--- config.mk ---
export PLATFORM = sky130hd
export DESIGN_NAME = bus_slave_mem_flat
export DESIGN_NICKNAME = d
export VERILOG_FILES = /design/src/rtl/simple_bus_pkg.sv /design/src/rtl/bus_slave_mem_if.sv /design/src/rtl/bus_slave_mem_array.sv /design/src/rtl/bus_slave_mem.sv /design/src/flat_wrapper.sv
export SDC_FILE = /design/constraint.sdc
export NUM_CORES = 2
export LEC_CHECK = 0
export CAP_MARGIN = 20
export CORE_UTILIZATION = 58
export CTS_CLUSTER_DIAMETER = 150
export DETAILED_ROUTE_END_ITERATION = 16
export HOLD_SLACK_MARGIN = 0.08
export PLACE_DENSITY = 0.77
export SLEW_MARGIN = 30
export SYNTH_ARGS = -nofsm -noshare
export SYNTH_HDL_FRONTEND = slang
export SYNTH_SLANG_ARGS = --single-unit
--- constraint.sdc ---
create_clock -name clk -period 7.2 [get_ports clk]
set_input_delay 2.16 -clock clk [delete_from_list [all_inputs] [get_ports clk]]
set_output_delay 2.16 -clock clk [all_outputs]
set_load 0.1 [all_outputs]
--- src/rtl/simple_bus_pkg.sv ---
// Shared definitions for the simple bus slave memory: FSM states, mode bit
// encoding, wait-state limit and a saturating counter helper.
package simple_bus_pkg;

   typedef enum logic [1:0] {
      IDLE   = 2'd0,
      GRANT  = 2'd1,
      ACCESS = 2'd2,
      DONE   = 2'd3
   } bus_state_e;

   localparam logic MODE_READ  = 1'b0;
   localparam logic MODE_WRITE = 1'b1;

   localparam int WAIT_CYCLES_MAX = 15;

   // 16-bit increment that sticks at all-ones
   function automatic logic [15:0] sat_inc16(input logic [15:0] v);
      return (v == 16'hFFFF) ? v : v + 16'd1;
   endfunction

endpackage

--- src/rtl/bus_slave_mem_if.sv ---
// Bus bundle between a master and the slave memory. The master drives the
// request/command side; the slave returns grant, completion and read data.
interface bus_slave_mem_if #(
   parameter int AWIDTH = 8,
   parameter int DWIDTH = 8
) ();

   logic              req;
   logic              gnt;
   logic              start;
   logic [1:0]        mode;
   logic [AWIDTH-1:0] addr;
   logic [DWIDTH-1:0] wdata;
   logic [DWIDTH-1:0] rdata;
   logic              rdata_oe;
   logic              rdy;

   modport master (
      output req, start, mode, addr, wdata,
      input  gnt, rdata, rdata_oe, rdy
   );

   modport slave (
      input  req, start, mode, addr, wdata,
      output gnt, rdata, rdata_oe, rdy
   );

endinterface

--- src/rtl/bus_slave_mem_array.sv ---
// Single-port synchronous RAM. The read register only updates on a read
// access, so it keeps the last read word between transfers. No reset.
module bus_slave_mem_array #(
   parameter int AWIDTH = 8,
   parameter int DWIDTH = 8
) (
   input  logic              clk,
   input  logic              en_i,
   input  logic              we_i,
   input  logic [AWIDTH-1:0] addr_i,
   input  logic [DWIDTH-1:0] wdata_i,
   output logic [DWIDTH-1:0] rdata_o
);

   logic [DWIDTH-1:0] mem_q [2**AWIDTH];
   logic [DWIDTH-1:0] rdata_q;

   // One access per enabled cycle: write the array or register a read
   always_ff @(posedge clk) begin
      if (en_i) begin
         if (we_i) mem_q[addr_i] <= wdata_i;
         else      rdata_q       <= mem_q[addr_i];
      end
   end

   assign rdata_o = rdata_q;

endmodule

--- src/rtl/bus_slave_mem.sv ---
// Bus slave memory: request/grant handshake, start strobe, WAIT_CYCLES wait
// states, then a one-cycle DONE with rdy. Optional transfer counters are
// enabled with the macro BUS_SLAVE_MEM_STATS_EN.
module bus_slave_mem #(
   parameter int AWIDTH      = 8,
   parameter int DWIDTH      = 8,
   parameter int WAIT_CYCLES = 2
) (
   input  logic               clk,
   input  logic               rst,
`ifdef BUS_SLAVE_MEM_STATS_EN
   output logic [15:0]        rd_count,
   output logic [15:0]        wr_count,
`endif
   bus_slave_mem_if.slave     bus
);

   import simple_bus_pkg::*;

   localparam int         WAIT_EFF  = (WAIT_CYCLES > WAIT_CYCLES_MAX) ? WAIT_CYCLES_MAX : WAIT_CYCLES;
   localparam logic [3:0] WAIT_LD   = 4'(WAIT_EFF);
   localparam bit         ZERO_WAIT = (WAIT_EFF == 0);

   bus_state_e        state_q;
   logic              gnt_q;
   logic              rdy_q;
   logic              oe_q;
   logic              rd_seen_q;
   logic [3:0]        cnt_q;
   logic [AWIDTH-1:0] addr_q;
   logic [DWIDTH-1:0] wdata_q;
   logic              wr_q;

   logic              start_wr;
   logic              ram_en_d;
   logic              ram_we_d;
   logic [AWIDTH-1:0] ram_addr_d;
   logic [DWIDTH-1:0] ram_wdata_d;
   logic [DWIDTH-1:0] ram_rdata;

   assign start_wr = (bus.mode[0] == MODE_WRITE);

   // RAM command: with zero wait states the access happens on the start edge
   // itself, so the live bus command is used while in GRANT
   always_comb begin
      ram_en_d    = 1'b0;
      ram_we_d    = wr_q;
      ram_addr_d  = addr_q;
      ram_wdata_d = wdata_q;
      if (state_q == GRANT) begin
         ram_we_d    = start_wr;
         ram_addr_d  = bus.addr;
         ram_wdata_d = bus.wdata;
      end
      if (!rst) begin
         if (ZERO_WAIT && state_q == GRANT && bus.start) ram_en_d = 1'b1;
         if (state_q == ACCESS && cnt_q == 4'd1)         ram_en_d = 1'b1;
      end
   end

   // Capture the command on an accepted start; datapath needs no reset
   always_ff @(posedge clk) begin
      if (state_q == GRANT && bus.start) begin
         addr_q  <= bus.addr;
         wdata_q <= bus.wdata;
         wr_q    <= start_wr;
      end
   end

   // Bus FSM with registered grant/ready/output-enable
   always_ff @(posedge clk) begin
      if (rst) begin
         state_q   <= IDLE;
         gnt_q     <= 1'b0;
         rdy_q     <= 1'b0;
         oe_q      <= 1'b0;
         cnt_q     <= 4'd0;
         rd_seen_q <= 1'b0;
      end else begin
         rdy_q <= 1'b0;
         oe_q  <= 1'b0;
         case (state_q)
            IDLE: begin
               if (bus.req) begin
                  state_q <= GRANT;
                  gnt_q   <= 1'b1;
               end
            end
            GRANT: begin
               if (bus.start) begin
                  if (ZERO_WAIT) begin
                     state_q <= DONE;
                     rdy_q   <= 1'b1;
                     oe_q    <= !start_wr;
                  end else begin
                     state_q <= ACCESS;
                     cnt_q   <= WAIT_LD;
                  end
               end else if (!bus.req) begin
                  state_q <= IDLE;
                  gnt_q   <= 1'b0;
               end
            end
            ACCESS: begin
               cnt_q <= cnt_q - 4'd1;
               if (cnt_q == 4'd1) begin
                  state_q <= DONE;
                  rdy_q   <= 1'b1;
                  oe_q    <= !wr_q;
               end
            end
            DONE: begin
               if (bus.req) begin
                  state_q <= GRANT;
               end else begin
                  state_q <= IDLE;
                  gnt_q   <= 1'b0;
               end
            end
            default: begin
               state_q <= IDLE;
               gnt_q   <= 1'b0;
            end
         endcase
         if (ram_en_d && !ram_we_d) rd_seen_q <= 1'b1;
      end
   end

   bus_slave_mem_array #(
      .AWIDTH (AWIDTH),
      .DWIDTH (DWIDTH)
   ) u_array (
      .clk     (clk),
      .en_i    (ram_en_d),
      .we_i    (ram_we_d),
      .addr_i  (ram_addr_d),
      .wdata_i (ram_wdata_d),
      .rdata_o (ram_rdata)
   );

   assign bus.gnt      = gnt_q;
   assign bus.rdy      = rdy_q;
   assign bus.rdata_oe = oe_q;
   // Reads zero until the first read after reset, then holds the last read
   assign bus.rdata    = rd_seen_q ? ram_rdata : '0;

`ifdef BUS_SLAVE_MEM_STATS_EN
   logic [15:0] rd_count_q;
   logic [15:0] wr_count_q;

   // Count completed transfers in DONE, saturating at all-ones
   always_ff @(posedge clk) begin
      if (rst) begin
         rd_count_q <= 16'd0;
         wr_count_q <= 16'd0;
      end else if (state_q == DONE) begin
         if (wr_q) wr_count_q <= sat_inc16(wr_count_q);
         else      rd_count_q <= sat_inc16(rd_count_q);
      end
   end

   assign rd_count = rd_count_q;
   assign wr_count = wr_count_q;
`endif

endmodule

--- src/flat_wrapper.sv ---
// flat-port wrapper written by rule: the top's interface ports become plain ports
module bus_slave_mem_flat import simple_bus_pkg::*;
#(
   parameter int AWIDTH      = 8,
   parameter int DWIDTH      = 8,
   parameter int WAIT_CYCLES = 2
)
  (clk, rst, bus_req, bus_start, bus_mode, bus_addr, bus_wdata, bus_gnt, bus_rdata, bus_rdata_oe, bus_rdy);
  bus_slave_mem_if #(.AWIDTH(AWIDTH), .DWIDTH(DWIDTH)) bus_i ();
  input  logic clk;
  input  logic rst;
  input wire logic [$bits(bus_i.req)-1:0] bus_req;
  input wire logic [$bits(bus_i.start)-1:0] bus_start;
  input wire logic [$bits(bus_i.mode)-1:0] bus_mode;
  input wire logic [$bits(bus_i.addr)-1:0] bus_addr;
  input wire logic [$bits(bus_i.wdata)-1:0] bus_wdata;
  output wire logic [$bits(bus_i.gnt)-1:0] bus_gnt;
  output wire logic [$bits(bus_i.rdata)-1:0] bus_rdata;
  output wire logic [$bits(bus_i.rdata_oe)-1:0] bus_rdata_oe;
  output wire logic [$bits(bus_i.rdy)-1:0] bus_rdy;
  assign bus_i.req = bus_req;
  assign bus_i.start = bus_start;
  assign bus_i.mode = bus_mode;
  assign bus_i.addr = bus_addr;
  assign bus_i.wdata = bus_wdata;
  assign bus_gnt = bus_i.gnt;
  assign bus_rdata = bus_i.rdata;
  assign bus_rdata_oe = bus_i.rdata_oe;
  assign bus_rdy = bus_i.rdy;
  bus_slave_mem #(.AWIDTH(AWIDTH), .DWIDTH(DWIDTH), .WAIT_CYCLES(WAIT_CYCLES)) u_core (.clk(clk), .rst(rst), .bus(bus_i));
endmodule
==> Word level (Yosys, flattened, before mapping) <==
Memories as Yosys holds them, arrays and structs flattened. A register that Yosys moved wholly into a read port is not among the register bits.
Index checks and enable logic that the tools add are counted.
{ "totals": {"ramBits": 2048, "out_inout_bits": 11, "memories": 1, "wordCells": 59, "romBits": 0, "inputBits": 22, "reg_bits": 27, "latchBits": 0} }
{ "op_classes": {"mul": 0, "n_reduce_logical": 14, "n_div": 0, "eq_ne": 9, "n_addsub": 1, "muxes": 22, "bitwise": 3, "shift": 0, "order_cmp": 0} }
{ "memory_table": {"columns": ["name", "depth", "width", "read_ports", "rd_ports_with_merged_regs", "write_ports", "line_no", "text"], "rows": [
  ["u_core.u_array.mem_q", 256, 8, 1, 1, 1, "bus_slave_mem_array.sv:15", "logic [DWIDTH-1:0] mem_q [2**AWIDTH];"]
]} }
{ "op_table": {"columns": ["op", "n"], "rows": [
  ["8-bit 2-to-1 mux", 3],
  ["1-bit 2-to-1 mux", 11],
  ["2-bit 2-to-1 mux", 4],
  ["2-bit inequality test, second input constant", 4],
  ["2-bit case mux with 4 select lines", 1],
  ["4-bit case mux with 2 select lines", 1],
  ["3-bit AND reduction", 2],
  ["2-bit equality test, second input constant", 2],
  ["4-bit by 1-bit equality test with 1-bit output, second input constant", 1],
  ["4-bit 2-to-1 mux", 1],
  ["2-bit AND reduction", 2],
  ["4-bit by 1-bit subtractor with 4-bit output, second input constant", 1],
  ["1-bit logical AND", 3],
  ["3-bit inequality test, second input constant", 1],
  ["1-bit inverter", 3],
  ["1-bit case mux with 3 select lines", 1],
  ["3-bit nonzero test", 1],
  ["3-bit OR reduction", 1],
  ["2-bit by 1-bit equality test with 1-bit output, second input constant", 1],
  ["1-bit zero test", 2],
  ["2-bit zero test", 1],
  ["2-bit nonzero test", 1],
  ["2-bit OR reduction", 1]
]} }

==> Depth between registers and ports, before layout <==
{ "logic_depth": {"ltp_word": 6, "ltp_mapped": 11, "ltp_nobuf": 8} }

==> By module <==
Synthesis repeated with hierarchy kept, for this count alone.
{ "hier_totals": {"cells_unflattened": 3626, "area_unflattened_um2": 79635.1} }
{ "modules_own_cells": {"columns": ["module", "area_per_inst_um2", "seq_area_each_um2", "n_inst", "cells_each"], "rows": [
  ["bus_slave_mem_array", 78376.4, 61739.2, 1, 3526],
  ["bus_slave_mem", 1258.7, 710.7, 1, 100]
]} }

==> Worst setup path after synthesis <==
No wires, ideal clock.
{ "synth_path": {"path_kind": "input to register", "start": "input bus_wdata[0]", "end": "memory u_core.u_array.mem_q[0][0], data pin", "arrival_time_ns": 5.256, "path_buffers": 0, "slack_ns": 1.121, "cell_stages": 2, "required_ns": 6.377, "setup_time_ns": 0.823, "cell_sequence": "nand2_1 nand2_1"} }
{ "synth_between": {"elab_chain_len": 1} }
{ "synth_lines": {"columns": ["element", "line_no", "text"], "rows": [
  ["start: declaration", "flat_wrapper.sv:16", "input wire logic [$bits(bus_i.wdata)-1:0] bus_wdata;"],
  ["8-bit 2-to-1 mux", "bus_slave_mem.sv:50", "if (state_q == GRANT) begin"],
  ["named net u_core.ram_wdata_d[0]", "bus_slave_mem.sv:38", "logic [DWIDTH-1:0] ram_wdata_d;"],
  ["end: declaration", "bus_slave_mem_array.sv:15", null]
]} }
The timed path passes the listed nets, and every way through them passes these cells.

==> Worst setup path in the final report <==
{ "layout_path": {"start": "input bus_addr[0]", "end": "register u_core.u_array.rdata_q[0], in the netlist u_core.u_array.rdata_o[0] (read register of u_core.u_array.mem_q), data pin"} }
{ "layout_between": {"elab_chain_len": 1} }
{ "layout_lines": {"columns": ["element", "line_no", "text"], "rows": [
  ["start: declaration", "flat_wrapper.sv:15", "input wire logic [$bits(bus_i.addr)-1:0] bus_addr;"],
  ["8-bit 2-to-1 mux", "bus_slave_mem.sv:50", null],
  ["end: declaration", "bus_slave_mem_array.sv:16", "logic [DWIDTH-1:0] rdata_q;"]
]} }
Every way passes these cells.
A chain may end at the register's enable or synchronous reset.

==> results.txt <==
* Share of the clock period used by the worst path after layout: 77.81%
- Most common flop cell mapped by yosys: edfxtp_1
- Yosys warning total: 0
- The max-slew violation total from the final report is 0.
- For this run the aggregate overflow at the end of global routing stands at 0.
* Accumulated negative setup slack: 0 ns
- Post-detailed-routing wire length: 186100 µm
* Crit path largest cell delay: between 0.8 and 0.9 ns
- For this design, the CTS-stage hold fixing added 0 buffers.
- Weighted congestion reported at the end of routability-driven placement: 0.9291
* Post-synthesis to final-layout area growth: 10.94%
- The net count of the finished layout is 4231.
- The count of buffers added on input and output ports is 31.
* Post-synthesis sequential area ratio: 81.17%
* Critical path's slowest cell: nor4_1
* Post-synth EDFFs: a little over 2000
- Cell Area, Placed: 79110 µm²
- Final-report hold violation count: 0
- Counting the fill cells in the layout gives 8277.
- The run finished with clean final reports.
- Vias in the first global route: 41440
- Maximum number of pins on one net before global-route repair: 174
- Clock Sink Count: 2083
- Later-pin clock latency in the skew report: 0.80 ns
- After detailed routing, the average wire length per cell comes to 30.37 µm.
- Number of cell instances on the worst register-to-register path: 10
- Launching element type of the critical path: primary input
- The routed layout has around 43000 vias.
- Number of CTS-inserted buffers: about 190
- The clock passes through at most 3 buffers.
- Met3 Track Usage GR: 6.667%
- Counting flops and latches in the post-synthesis netlist gives 2083.
* Final setup skew: 0.04081 ns
* Required time at the worst-slack endpoint: 7.73 ns
- Global routing used between 20% and 30% of the available tracks.
- Leakage power of the design: between 20 and 30 nW
* Fin crit period: 5.602 ns
- Layout cell share with drive strength beyond 1: 8.723%
- Netlist cell types: 44
* Tightest slew margin relative to the limit: between 20% and 30%
- Post-synthesis cell area: 76940 µm²
- The die is ~370 µm wide.
- Counting flops with an async set or reset pin after synthesis yields a share of 0%.
- DR pass1 iterations: 8
- STA classifies the critical path endpoint as a flop.
* Number of stages on the worst hold path: 2
- Antenna viol nets, final: 0
* CP Max Fanout: ~160
- Mean area per synthesized cell: 18.28 µm²
- Drc violations: 0
* Design area: 85360 µm²
- Clock H-tree levels: 4
- In this run the standard cell core region covers 131500 µm².
* Number of setup buffers added after CTS: 0
- Excluding fillers, the count of instances in the completed layout stands at 6127.
- Cell chain of the critical path: clkdlybuf4s50_1, nand4bb_1, o31ai_4, buf_12, a22o_1, a221oi_1, o22ai_1, nor4_1, nand2_1, a2111o_1
* Worst-margin pin slew: 1.086 ns
- The HPWL after detailed placement is 105200 µm.
- For this run, global-route usage on met1 was measured as 37.35%.
- The first global-routing pass estimated approximately 270000 µm of wire.
- The tightest min-delay check is of the flop to flop type.
* Total number of placement rows: 133
- Met2 track demand over resource: between 40% and 50%
- Setup repair after global routing missed its margin: false
* Buffer type at the clock tree root: clkbuf_16
- Total instance count after detailed placement: approximately 5800
- The floorplan step defined a die boundary enclosing around 130000 µm².
- Worst Hold Margin: 0.5503 ns
- Post-synthesis cell count: 4209
- The tool flagged a number of max-cap violations equal to 0.
- Dividing the detail-routed via count by the number of cells gives 7.049.
* Final setup fails: 0
* Clock tree from TritonCTS: done
- After clock tree synthesis, the clock-pin slew on the worst setup and hold paths is approximately 0.060 ns.
- Peak Freq: 0.1785 GHz
* Count of cells resized by post-cts repair: 0
- Pin placement for this block handled 33 I/O pins.
- VDD sags by at most 0.2137 mV.
- Mapped Nets: 4233
- The worst setup path is of the primary input to flop kind.
- DIE HEIGHT: between 300 and 400 µm
- In this run, the number of DRC markers left after iteration 0 of detailed routing was between 7000 and 8000.
* Number of antenna violations at the first check in global routing: 7
* PwrDens: 293.6 nW/µm²
* Post-Route Utilization: 64.93%
* Most heavily used metal layer in global routing: met2
* Arrival time worst endpoint: between 6 and 7 ns
- For this configuration, the core starts out at a cell density of 58.53%.
-- worst paths after layout --
kind / from / endpoint / slack [ns]
min reg2reg: u_core.cnt_q[3] / u_core.cnt_q[3] / 0.55
min: u_core.cnt_q[3] / u_core.cnt_q[3] / 0.55
max: bus_addr[0] / u_core.u_array.rdata_o[0] / 1.60
max reg2reg: u_core.state_q[0] / u_core.u_array.rdata_o[0] / 2.26
-- final cells by class --
cell class                 count  area [µm²]  area share, %
antenna                        4       10.01        0.01173
clock buffer                 245        5131          6.011
clock inverter               110        1052          1.233
inverter                       9       33.78        0.03958
multi-input combinational   1803       13230          15.50
sequential                  2083       62450          73.16
tap                         1755        2196          2.573
timing repair buffer         118        1251          1.466
-- worst max-delay path: cells and delay by family --
| kind | cells | cell delay [ns] |
|---|---|---|
| compound gates | 5 | 1.58 |
| simple gates | 3 | 1.33 |
| buf+inv | 2 | 0.78 |
-- report_power, final --
part / switching, mW / internal [mW]
combinational: 1.11 / 0.437
sequential: 0.00805 / 13.5
clock: 4.32 / 5.66
total: 5.44 / 19.6
-- layer usage --
layer | part of all wire, % | vias up | wire length, µm
li1 | - | 17980 | -
met1 | 37 | 21820 | 68890
met2 | 47 | 2932 | 88330
met3 | 11 | 448 | 21310
met4 | 4.0 | 10 | 7443
met5 | 0.040 | - | 75
-- flip-flops by register name, indices dropped and copies added (netlist names), named ones only --
| signal | count |
|---|---|
| u_core.u_array.mem_q | 2048 |
| u_core.addr_q | 8 |
| u_core.u_array.rdata_o | 8 |
| u_core.wdata_q | 8 |
| u_core.cnt_q | 4 |
| u_core.bus.gnt | 1 |
| u_core.bus.rdata_oe | 1 |
| u_core.bus.rdy | 1 |
| u_core.rd_seen_q | 1 |
| u_core.state_q | 1 |
| u_core.wr_q | 1 |
-- kinds of logic (layout without fill, tap and decap cells) --
family / after synthesis / count (layout) / share of synthesized area (%)
other cells: 0 / 4 / 0
simple gates: 458 / 458 / 2.605
buf+inv: 323 / 482 / 1.826
fa+ha+maj: 2 / 2 / 0.03252
mux: 1 / 1 / 0.01301
flops: 2083 / 2083 / 81.17
compound gates: 1342 / 1342 / 14.36
-- per-stage QoR --
stage	worst slack (ns)	power (mW)
CTS	1.817	25.05
global route	1.609	25.63
global placement	1.105	15.25
detailed placement	1.003	15.30
floorplan	1.121	14.83
finish	1.598	25.06
-- cells in the mapped netlist (2+ instances only) --
cell / instances / area share (%)
nor4_1: 68 / 0.55
and2b_1: 2 / 0.020
and2_1: 10 / 0.081
a21boi_1: 8 / 0.078
inv_1: 9 / 0.044
nor2_1: 264 / 1.3
nor3b_1: 2 / 0.020
nor2b_1: 3 / 0.024
o21ai_0: 2 / 0.013
a22o_1: 512 / 5.8
buf_6: 4 / 0.059
a31o_2: 2 / 0.023
o21a_1: 2 / 0.020
buf_2: 103 / 0.67
dfxtp_1: 10 / 0.26
o31ai_4: 2 / 0.055
nand2_1: 88 / 0.43
buf_1: 31 / 0.15
edfxtp_1: 2073 / 81
o21ai_1: 2 / 0.013
nand4bb_1: 2 / 0.029
o31ai_2: 3 / 0.049
o22ai_1: 256 / 2.1
ha_1: 2 / 0.033
a2111o_1: 8 / 0.12
nand3_1: 5 / 0.033
buf_4: 9 / 0.088
a21oi_1: 24 / 0.16
nand3b_1: 3 / 0.029
o31ai_1: 5 / 0.049
clkbuf_1: 167 / 0.81
nand2b_1: 3 / 0.024
a221oi_1: 512 / 5.8
or3_1: 3 / 0.024
-- cells in the final DEF, fill, tap and decap left out, types with 3 or more instances in the layout --
cell type and instances:
a2111o_1 8, a21boi_1 8, a21oi_1 24, a221oi_1 512, a22o_1 512, and2_1 10
buf_12 23, buf_4 64, bufinv_16 17, clkbuf_1 47, clkbuf_16 198, clkdlybuf4s50_1 31
clkinv_1 42, clkinv_2 34, clkinvlp_4 6, dfxtp_1 10, diode_2 4, edfxtp_1 2073
inv_1 9, inv_16 3, inv_6 3, nand2_1 76, nand2_2 4, nand2_4 4
nand2_8 4, nand3_1 5, nand3b_1 3, nor2_1 262, nor4_1 68, o22ai_1 256
o31ai_2 4, o31ai_4 4, or3_1 3
Power figures use the tool's default switching activity.
